### src/rtl/arm_hazard_scoreboard_pkg.sv
// rtl/arm_hazard_scoreboard_pkg.sv - shared types, select encoding and clog2 for the hazard scoreboard
package arm_hazard_scoreboard_pkg;

  // Entry dest is sized for the widest supported register file (NREG <= 256).
  localparam int MAX_RW = 8;
  localparam int FWD_RF = 0;

  typedef struct packed {
    logic              valid;
    logic [MAX_RW-1:0] dest;
    logic              is_load;
  } entry_t;

  function automatic int clog2(input int n);
    int r;
    r = 0;
    while ((1 << r) < n) r++;
    return (r < 1) ? 1 : r;
  endfunction

endpackage

### src/rtl/arm_hazard_cmp.sv
// rtl/arm_hazard_cmp.sv - operand-vs-stage destination comparator, one per tracked stage
module arm_hazard_cmp
  import arm_hazard_scoreboard_pkg::*;
#(
  parameter int RW = 4
) (
  input  entry_t          entry_i,
  input  logic [RW-1:0]   src1_i,
  input  logic [RW-1:0]   src2_i,
  input  logic            has_rn_i,
  input  logic            two_src_i,
  output logic            match1_o,
  output logic            match2_o
);

  assign match1_o = has_rn_i  & entry_i.valid & (entry_i.dest == MAX_RW'(src1_i));
  assign match2_o = two_src_i & entry_i.valid & (entry_i.dest == MAX_RW'(src2_i));

endmodule

### src/rtl/arm_hazard_scoreboard.sv
// rtl/arm_hazard_scoreboard.sv - ID-stage RAW hazard detection with optional forwarding selects
module arm_hazard_scoreboard
  import arm_hazard_scoreboard_pkg::*;
#(
  parameter  int NREG   = 16,
  parameter  int DEPTH  = 2,
  parameter  int FWD_EN = 0,
  parameter  int CW     = 16,
  localparam int RW     = clog2(NREG),
  localparam int SW     = clog2(DEPTH + 1)
) (
  input  logic             clk,
  input  logic             rst,
  input  logic [RW-1:0]    id_src1,
  input  logic [RW-1:0]    id_src2,
  input  logic             id_has_rn,
  input  logic             id_two_src,
  input  logic [RW-1:0]    id_dest,
  input  logic             id_wb_en,
  input  logic             id_mem_r_en,
  input  logic             branch_taken,
  input  logic             stat_clr,
  output logic             hazard_detected,
  output logic [SW-1:0]    fwd_sel1,
  output logic [SW-1:0]    fwd_sel2,
  output logic [DEPTH-1:0] stage_valid,
  output logic [CW-1:0]    stall_count
);

  entry_t [DEPTH-1:0] entry_q, entry_d;
  logic   [CW-1:0]    stall_q, stall_d;
  logic   [DEPTH-1:0] m1, m2;
  logic   [SW-1:0]    sel1, sel2;
  logic               hazard;

  for (genvar k = 0; k < DEPTH; k++) begin : g_stage
    arm_hazard_cmp #(.RW(RW)) u_cmp (
      .entry_i   (entry_q[k]),
      .src1_i    (id_src1),
      .src2_i    (id_src2),
      .has_rn_i  (id_has_rn),
      .two_src_i (id_two_src),
      .match1_o  (m1[k]),
      .match2_o  (m2[k])
    );
    assign stage_valid[k] = entry_q[k].valid;
  end

  always_comb begin
    hazard = 1'b0;
    sel1   = SW'(FWD_RF);
    sel2   = SW'(FWD_RF);
    if (FWD_EN == 0) begin
      hazard = (|m1) | (|m2);
    end else begin
      // Only a load still in EXE cannot be forwarded in time.
      hazard = entry_q[0].is_load & (m1[0] | m2[0]);
      // Walk oldest to youngest so the youngest matching stage wins.
      for (int k = DEPTH - 1; k >= 0; k--) begin
        if (m1[k]) sel1 = SW'(k + 1);
        if (m2[k]) sel2 = SW'(k + 1);
      end
      if (hazard) begin
        sel1 = SW'(FWD_RF);
        sel2 = SW'(FWD_RF);
      end
    end
  end

  always_comb begin
    entry_d    = entry_q << $bits(entry_t);
    entry_d[0] = '0;
    if (id_wb_en && !hazard && !branch_taken) begin
      entry_d[0].valid   = 1'b1;
      entry_d[0].dest    = MAX_RW'(id_dest);
      entry_d[0].is_load = id_mem_r_en;
    end
    stall_d = stall_q;
    if (stat_clr) begin
      stall_d = '0;
    end else if (hazard && !branch_taken && (stall_q != {CW{1'b1}})) begin
      stall_d = stall_q + CW'(1);
    end
  end

  always_ff @(posedge clk or negedge rst) begin
    if (!rst) begin
      entry_q <= '0;
      stall_q <= '0;
    end else begin
      entry_q <= entry_d;
      stall_q <= stall_d;
    end
  end

  assign hazard_detected = hazard;
  assign fwd_sel1        = sel1;
  assign fwd_sel2        = sel2;
  assign stall_count     = stall_q;

endmodule

### config.mk
export PLATFORM = sky130hd
export DESIGN_NAME = arm_hazard_scoreboard
export DESIGN_NICKNAME = d
export VERILOG_FILES = /design/src/rtl/arm_hazard_scoreboard_pkg.sv /design/src/rtl/arm_hazard_cmp.sv /design/src/rtl/arm_hazard_scoreboard.sv
export SDC_FILE = /design/constraint.sdc
export NUM_CORES = 1
export LEC_CHECK = 0
export CAP_MARGIN = 20
export CORE_UTILIZATION = 48
export CTS_CLUSTER_DIAMETER = 30
export DETAILED_ROUTE_END_ITERATION = 8
export PLACE_DENSITY = 0.9
export SYNTH_ARGS = -nofsm -noshare
export SYNTH_HDL_FRONTEND = slang
export SYNTH_HIERARCHICAL = 1
export SYNTH_SLANG_ARGS = --single-unit
### constraint.sdc
create_clock -name clk -period 2.3 [get_ports clk]
set_input_delay 0.23 -clock clk [delete_from_list [all_inputs] [get_ports clk]]
set_output_delay 0.23 -clock clk [all_outputs]
set_load 0.02 [all_outputs]
==> results.sh, run 1 <==
export IMPL_powerDensity_nw_per_um2=390.7
export IMPL_max_vdd_ir_drop_mv=0.3114
export IMPL_routed_via_count=1289
export IMPL_timing_worst_setup_path_type="register to primary output"
export IMPL_syn2layout_area_growth_pct=29.53
export IMPL_grt_start_max_net_pins=27
export IMPL_switching_power_mw=0.1875
export IMPL_worstSkewPairLatency_ps=320
export IMPL_synth_instances=158
export IMPL_cts_hold_buffers=0
export IMPL_grt_total_usage=0.2022
export IMPL_design_die_area_um2=3544
export IMPL_grt_busiest_layer="met2"
export IMPL_fin_crit_ps=2179
export IMPL_setup_violations_final=0
export IMPL_p_int_mw=0.6166
export IMPL_power_share_sequential=0.586
export IMPL_wire_per_inst_um=12.51
export IMPL_met2_track_demand_over_resource_in_global_routing=0.3515
export IMPL_hpwl_um=2358
export IMPL_combinationalPowerShare=0.132
export IMPL_clock_tree_root_cell="clkbuf_4"
export IMPL_clockBufferDepth=2
export IMPL_port_buffer_count=37
export IMPL_antenna_diode_count=0
export IMPL_fin_tns_setup_ps=0
export IMPL_boundaryPins=43
export IMPL_setup_worst_path_start_class="register"
export IMPL_clock_transition_time_at_the_flip_flop_clock_pins_of_the_worst_setup_and_hold_paths_ps=140
export IMPL_ctsResizeCount=1
export IMPL_cp_slowest_stage_delay_ps=580
export IMPL_core_rowCount=20
export IMPL_power_share_clock=0.282
export IMPL_global_route_overflow_total=0
export IMPL_swShare=0.2332
export IMPL_fin_total_pwr_mw=0.8042
export IMPL_core_region_area_um2=3103
export IMPL_critPathMaxFanout=5
export IMPL_height_of_the_chip_um=59.54
export IMPL_worst_path_cell_trace="xnor2_1 -> nand3_1 -> nor3_2 -> or4_4 -> clkdlybuf4s15_1"
export IMPL_crit_slowest_cell="or4_4"
export IMPL_worst_endpoint_required_ps=2070
export IMPL_ys_warn_count=6
export IMPL_status="complete, no violations"
export IMPL_fmax_ghz=0.4589
export IMPL_initial_utilization=0.5121
export IMPL_tritoncts="done"
export IMPL_number_of_clock_buffers_inserted_by_tritoncts=3
export IMPL_num_nets_final=227
export IMPL_grt_setup_unrepaired="no"
export IMPL_cp_data_arrival_time_ps=1950
export IMPL_ant_nets=0
export IMPL_layout_filler_cells=266
export IMPL_vias_per_cell=5.177
export IMPL_drc=0
export IMPL_cts_num_sinks=26
export IMPL_cts_repair_timing_setup_buffer_count=0
export IMPL_final_slew_violations=0
export IMPL_hold_violations=0
export IMPL_avgSynthCellArea_um2=10.06
export IMPL_grt_antenna_before_repair=0
export IMPL_leak_pwr_nw=0.8483
export IMPL_met1_usage_in_global_routing=0.2598
export IMPL_hold_path_class="input port to async pin"
export IMPL_finClkSkew_ps=13.77
export IMPL_number_of_global_route_vias_before_repair=1243
export IMPL_htreeDepth=1
export IMPL_wirelength_um=3116
export IMPL_grt_use_met3=0.03057
export IMPL_detailedRoute_firstPassIterationCount=4
export IMPL_grt_first_pass_wirelength_um=5457
export IMPL_place_gp_congestion=0.7803
export IMPL_crit_path_end_kind="primary output"
export IMPL_first_iter_violations=54
export IMPL_post_synthesis_cell_area_um2=1589
export IMPL_final_min_period_over_clock_period=0.9474
export IMPL_maxCapViolations=0
export IMPL_dieWidth_um=59.54
export IMPL_drive_above_1_share=0.1073
==> cells in the final DEF (no fill, tap or decap), drive strengths merged, types with 5 or more instances in the layout <==
master,n
a21oi,7
nand4,5
conb,12
nor2b,6
inv,5
xnor2,16
nor3,6
or4,5
and2,5
nand3,12
mux2,6
buf,5
clkdlybuf4s50,36
dfrtp,26
nand2,10
nor2,11
==> registers in the layout, summed over array words and instances, names as in the netlist <==
name         flops
entry_d          4
stage_valid      2
stall_count     16
entry_q          4
==> power groups by stage <==
stage	Sequential, mW	Clock, mW	Combinational [mW]
after floorplan	0.478	0	0.0585
after global placement	0.480	0	0.105
after detailed placement	0.480	0	0.107
after CTS	0.471	0.235	0.107
after global routing	0.472	0.254	0.117
final	0.471	0.227	0.106
==> path summary, 6_finish.rpt <==
kind,start,endpoint,slack [ps],cells after the start
max,entry_d[12],hazard_detected,120,5
min reg2reg,stage_valid[0],stage_valid[1],430,0
max reg2reg,entry_d[12],stall_count[4],190,8
min in group clk,stage_valid[0],stage_valid[1],430,0
max in group asynchronous,rst,stall_count[3],1790,2
min,rst,stall_count[9],250,2
==> final cells by class <==
| class | instances | area (um^2) | share of cell area |
|---|---|---|---|
| multi-input cells | 128 | 889.6 | 0.4322 |
| well taps | 44 | 55.05 | 0.02675 |
| repair buffers | 42 | 407.9 | 0.1982 |
| flip-flops and latches | 26 | 650.6 | 0.3161 |
| inverters | 5 | 18.77 | 0.009119 |
| clock buffers | 4 | 36.28 | 0.01763 |
==> layer usage <==
metal | vias up | part of all wire
met5 | - | 0
met4 | 0 | 0.0058
met3 | 2 | 0.037
met2 | 27 | 0.49
met1 | 610 | 0.47
li1 | 650 | -
==> worst max-delay path, delay by kind of cell, from the launching register on <==
family,cells,cell delay (ps)
AND/OR/NAND/NOR,3,740
XOR/XNOR,1,150
buffers and inverters,1,310
flip-flops,1,440
==> stage by stage <==
step / area [um^2] / utilization / instances / setup WS [ps] / hold WS (ps)
floorplan: 1630 / - / 169 / 349.9 / -65.59
global route: 2058 / 0.6633 / 249 / 8.124 / 281.5
detailed placement: 2022 / 0.6516 / 245 / -112.9 / 412.0
finish: 2058 / 0.6633 / 249 / 120.9 / 249.3
global placement: 2022 / 0.6516 / 245 / -74.51 / 400.3
CTS: 2057 / 0.6629 / 249 / 54.56 / 259.3
Note: power is estimated with default switching activity, not from simulation.
==> run 2: changes to the inputs <==
Settings changed: ABC_CLOCK_PERIOD_IN_PS set to 1820, CORE_UTILIZATION 48 to 44, PLACE_DENSITY 0.9 to 0.87, SLEW_MARGIN set to 25.
Clock period 2.3 ns to 1.82 ns, I/O delays scaled along.
==> run 2 against run 1 <==
  * The run now ends with setup timing left
  * Largest cell class unchanged
  * Final area up 12%
  * Setup slack got worse by 290 ps
  * Critical path depth unchanged
  * Utilization up 1.5 points
  * Non-clock buffer count up 16
  * Largest power group unchanged
  * Routed wire length grew 10%
==> results.sh, run 2 (same netlist as run 1, synthesis figures left out) <==
export IMPL_preCtsSetupSlack_ps=-448.3
export IMPL_wirelength_um=3434
export IMPL_status="finished with violations"
export IMPL_cts_num_sinks=26
export IMPL_detailedRoute_firstPassIterationCount=4
export IMPL_setup_worst_path_start_class="register"
export IMPL_drive_above_1_share=0.2579
export IMPL_violations="setup timing"
export IMPL_max_slew_margin_rel=0.6301
export IMPL_cts_hold_buffers=0
export IMPL_grt_busiest_layer="met2"
export IMPL_core_region_area_um2=3390
export IMPL_design_die_area_um2=3856
export IMPL_worst_pin_slew_ps=550.8
export IMPL_htreeDepth=1
export IMPL_p_int_mw=0.7511
export IMPL_height_of_the_chip_um=62.10
export IMPL_initial_utilization=0.4688
export IMPL_met1_usage_in_global_routing=0.2816
export IMPL_met2_track_demand_over_resource_in_global_routing=0.3131
export IMPL_hold_ws_ps=199.7
export IMPL_crit_path_end_kind="primary output"
export IMPL_vias_per_cell=4.974
export IMPL_powerDensity_nw_per_um2=435.1
export IMPL_core_rowCount=21
export IMPL_grt_start_max_net_pins=27
export IMPL_grt_antenna_before_repair=0
export IMPL_drc=0
export IMPL_syn2layout_area_growth_pct=44.65
export IMPL_power_share_sequential=0.595
export IMPL_worst_endpoint_required_ps=1640
export IMPL_power_share_clock=0.257
export IMPL_crit_start="entry_d[11]"
export IMPL_grt_use_met3=0.02277
export IMPL_combinationalPowerShare=0.147
export IMPL_grt_total_usage=0.1989
export IMPL_ff2ff_path_depth=7
export IMPL_hold_path_class="input port to async pin"
export IMPL_number_of_global_route_vias_before_repair=1265
export IMPL_boundaryPins=43
export IMPL_tritoncts="done"
export IMPL_final_slew_violations=0
export IMPL_number_of_clock_buffers_inserted_by_tritoncts=3
export IMPL_worstSkewPairLatency_ps=330
export IMPL_layout_setup_ws_ps=-165.9
export IMPL_clockBufferDepth=2
export IMPL_port_buffer_count=37
export IMPL_timing_worst_setup_path_type="register to primary output"
export IMPL_regToRegEndpoint="stall_count[4]"
export IMPL_fmax_ghz=0.5036
export IMPL_first_iter_violations=68
export IMPL_layout_filler_cells=252
export IMPL_dieWidth_um=62.10
export IMPL_place_gp_congestion=0.8206
export IMPL_most_common_cell_after_layout_fill_and_taps_aside="clkdlybuf4s50_1"
export IMPL_clock_transition_time_at_the_flip_flop_clock_pins_of_the_worst_setup_and_hold_paths_ps=150
export IMPL_worst_r2r_setup_slack_ps=-150
export IMPL_endpoint="hazard_detected"
export IMPL_fin_total_pwr_mw=1.000
export IMPL_largest_register_ffs=16
export IMPL_hpwl_um=2563
export IMPL_layout_core_utilization=0.6781
export IMPL_final_cell_mix="36 x clkdlybuf4s50_1, 24 x dfrtp_1, 18 x buf_4"
export IMPL_cp_data_arrival_time_ps=1800
export IMPL_final_min_period_over_clock_period=1.091
export IMPL_antenna_diode_count=0
export IMPL_num_nets_final=243
export IMPL_routed_via_count=1328
export IMPL_critPathMaxFanout=5
export IMPL_clock_tree_root_cell="clkbuf_4"
export IMPL_fin_tns_setup_ps=-2022
export IMPL_grt_first_pass_wirelength_um=5561
export IMPL_r2r_start="entry_d[11]"
export IMPL_ant_nets=0
export IMPL_leak_pwr_nw=0.9476
export IMPL_finClkSkew_ps=14.23
export IMPL_maxCapViolations=0
export IMPL_global_route_overflow_total=0
export IMPL_switching_power_mw=0.2490
export IMPL_fin_crit_ps=1986
export IMPL_setup_violations_final=21
export IMPL_wire_per_inst_um=12.86
export IMPL_swShare=0.2490
export IMPL_grt_setup_unrepaired="yes"
export IMPL_max_vdd_ir_drop_mv=0.2490
export IMPL_hold_violations=0
-- run 2: worst min path at each step --
stage           startpoint              to  slack (ps)  cells after the start
4_1_cts                rst  stall_count[9]         210                      2
3_5_place_dp   entry_d[13]     entry_q[13]         440                      0
3_3_place_gp   entry_d[13]     entry_q[13]         430                      0
6_report               rst  stall_count[9]         200                      2
5_1_grt                rst  stall_count[9]         220                      2
2_1_floorplan          rst     entry_d[11]        -110                      0
-- run 2: worst max-delay path, cell delays in order (launching register included) --
cell and delay (ps):
dfrtp_2 460, xnor2_2 140, nand3_1 80, nor3_2 50, or4_4 580, buf_6 170
-- run 2: power groups by stage --
| stage | registers, mW | clock network (mW) | logic (mW) |
|---|---|---|---|
| 4_1_cts | 0.595 | 0.266 | 0.145 |
| 5_1_grt | 0.597 | 0.290 | 0.163 |
| 6_report | 0.595 | 0.257 | 0.147 |
| 2_1_floorplan | 0.605 | 0 | 0.0744 |
| 3_3_place_gp | 0.606 | 0 | 0.140 |
| 3_5_place_dp | 0.606 | 0 | 0.141 |
-- run 2: final cells by class --
type,count,area [um^2],area share
well taps,46,57.56,0.02504
clock buffers,4,26.28,0.01143
multi-input cells,128,1002,0.4360
inverters,5,18.77,0.008166
repair buffers,58,540.5,0.2352
flip-flops and latches,26,653.1,0.2842
-- run 2: layer usage --
layer,up-vias,part of all wire
met2,27,0.47
li1,679,-
met5,-,0
met1,617,0.48
met3,5,0.032
met4,0,0.016
-- run 2: metrics by stage --
stage,std cells,area (um^2)
after floorplan,169,1662
after global placement,260,2150
after CTS,266,2226
after global routing,267,2298
final,267,2298
after detailed placement,260,2150
-- run 2: what timing repair did --
item,CTS,global route
buffers inserted,2,1
gates resized for setup,14,16
cloned,0,0
pin swaps,5,4
setup endpoints to repair,21,22
==> run 3: changes to the inputs <==
Settings changed: CORE_ASPECT_RATIO set to 1.4, GPL_ROUTABILITY_DRIVEN set to 1.
==> run 3 against run 2 <==
  * The run still ends with setup timing left
  * Global-route usage decreased by 0.56 points
  * Die area is essentially flat
  * Clock-buffer cell count stayed put
  * Via count is 3.1% higher
  * Sequential power is essentially flat
  * Worst hold slack gained 82 ps
  * Critical endpoint is now stall_count[15]
  * Final cell count decreased by 2.6%
  * Sequential share of layout area is 0.26 points higher
==> results.sh, run 3 (same netlist as run 1, synthesis figures left out) <==
export IMPL_setup_worst_path_start_class="register"
export IMPL_vias_per_cell=5.265
export IMPL_wl_met1_um=1439
export IMPL_finClkSkew_ps=5.683
export IMPL_dieWidth_um=52.79
export IMPL_grt_setup_unrepaired="yes"
export IMPL_combinationalPowerShare=0.132
export IMPL_routed_via_count=1369
export IMPL_core_rowCount=25
export IMPL_cts_num_sinks=26
export IMPL_grt_antenna_before_repair=0
export IMPL_design_die_area_um2=3859
export IMPL_boundaryPins=43
export IMPL_antenna_diode_count=0
export IMPL_powerDensity_nw_per_um2=487.9
export IMPL_crit_path_end_kind="register"
export IMPL_swShare=0.2279
export IMPL_num_nets_final=242
export IMPL_core_region_area_um2=3410
export IMPL_largest_register_ffs=16
export IMPL_fmax_ghz=0.4913
export IMPL_leak_pwr_nw=0.9546
export IMPL_met2_length_um=1985
export IMPL_grt_total_usage=0.1933
export IMPL_violations="setup timing"
export IMPL_p_int_mw=0.8565
export IMPL_hold_path_class="input port to async pin"
export IMPL_setup_violations_final=22
export IMPL_critPathMaxFanout=7
export IMPL_timing_worst_setup_path_type="register to register"
export IMPL_detailedRoute_firstPassIterationCount=4
export IMPL_hold_violations=0
export IMPL_drc=0
export IMPL_ant_nets=0
export IMPL_wire_per_inst_um=13.95
export IMPL_fin_crit_ps=2036
export IMPL_power_share_sequential=0.536
export IMPL_worstSkewPairLatency_ps=270
export IMPL_htreeDepth=1
export IMPL_clock_tree_root_cell="clkbuf_8"
export IMPL_status="finished with violations"
export IMPL_worst_endpoint_required_ps=1980
export IMPL_global_route_overflow_total=0
export IMPL_initial_utilization=0.4661
export IMPL_height_of_the_chip_um=73.11
export IMPL_tritoncts="done"
export IMPL_max_slew_margin_rel=0.6525
export IMPL_switching_power_mw=0.2528
export IMPL_clockBufferDepth=2
export IMPL_final_slew_violations=0
export IMPL_most_common_cell_after_layout_fill_and_taps_aside="clkdlybuf4s50_1"
export IMPL_cp_data_arrival_time_ps=2200
export IMPL_power_share_clock=0.333
export IMPL_layout_setup_ws_ps=-215.6
export IMPL_layout_filler_cells=270
export IMPL_fin_tns_setup_ps=-3075
export IMPL_maxCapViolations=0
export IMPL_port_buffer_count=37
export IMPL_syn2layout_area_growth_pct=43.07
export IMPL_grt_start_max_net_pins=27
export IMPL_routed_top_layer="met4"
export IMPL_hpwl_um=2577
export IMPL_worst_pin_slew_ps=517.3
export IMPL_fin_total_pwr_mw=1.109
export IMPL_clock_transition_time_at_the_flip_flop_clock_pins_of_the_worst_setup_and_hold_paths_ps=90
export IMPL_max_vdd_ir_drop_mv=0.3505
export IMPL_final_cell_mix="36 x clkdlybuf4s50_1, 25 x dfrtp_1, 17 x buf_4"
export IMPL_number_of_global_route_vias_before_repair=1294
export IMPL_first_iter_violations=22
export IMPL_place_gp_congestion=0.7991
export IMPL_drive_above_1_share=0.2318
export IMPL_wirelength_um=3626
export IMPL_final_min_period_over_clock_period=1.118
export IMPL_met3_wirelength_um=175
export IMPL_grt_first_pass_wirelength_um=5609
export IMPL_number_of_clock_buffers_inserted_by_tritoncts=3
-- run 3: cell count changes in the layout (fill, tap and decap cells not counted), moves of 2 or more --
cell and change:
a21oi_1 +2, clkbuf_4 -3, clkbuf_8 +4, mux2_1 +3
mux2_4 -3
-- run 3: worst max-delay path, stage by stage (launching register included) --
cell     delay (ps)
dfrtp_1         410
xnor2_1         220
nand3_1         110
nor3_2          180
or4_4           220
nand4_4         150
nor4_2          290
mux2_1          340
-- run 3: path summary, 6_finish.rpt --
check                       startpoint               to  slack, ps  cells past startpoint
max                        entry_q[13]  stall_count[15]       -220                      7
min reg2reg                entry_d[11]      entry_q[11]        450                      0
max reg2reg                entry_q[13]  stall_count[15]       -220                      7
min in group clk           entry_d[11]      entry_q[11]        450                      0
min                                rst      entry_q[12]        280                      2
max in group asynchronous          rst   stall_count[0]       1270                      2
-- run 3: per-stage QoR --
step	std cells	hold slack [ps]	instance area, um^2	setup slack (ps)	utilization
2_1_floorplan	169	-113.6	1662	-83.85	-
3_3_place_gp	253	426.3	2135	-437.6	0.6261
3_5_place_dp	253	434.8	2135	-464.7	0.6261
4_1_cts	257	291.4	2201	-140.2	0.6455
5_1_grt	260	313.1	2273	-269.9	0.6668
6_report	260	281.3	2273	-215.6	0.6668
-- run 3: timing repair --
item	in CTS	in global routing
cloned	0	0
hold buffers	0	0
endpoints found under the hold margin	0	0
buffers inserted	0	3
endpoints found under the setup margin	21	22
resized for setup	7	12
pin swaps	16	10
-- run 3: metal layers --
metal,vias to the layer above,track usage
met5,-,0
met4,0,0.03509
met3,4,0.03542
met2,38,0.3643
met1,656,0.2212
li1,671,-
-- run 3: power groups by stage --
stage	Combinational (mW)	Clock, mW	Sequential (mW)
after global placement	0.138	0	0.605
final	0.146	0.369	0.594
after detailed placement	0.141	0	0.606
after CTS	0.142	0.386	0.594
after global routing	0.161	0.403	0.596
after floorplan	0.0744	0	0.605
-- run 3: area by class of cell --
cell class | count | area, um^2 | area share
multi-input cells | 128 | 970.9 | 0.4271
flip-flops and latches | 26 | 651.9 | 0.2867
repair buffers | 57 | 526.8 | 0.2317
clock buffers | 4 | 55.05 | 0.02422
well taps | 40 | 50.05 | 0.02201
inverters | 5 | 18.77 | 0.008255
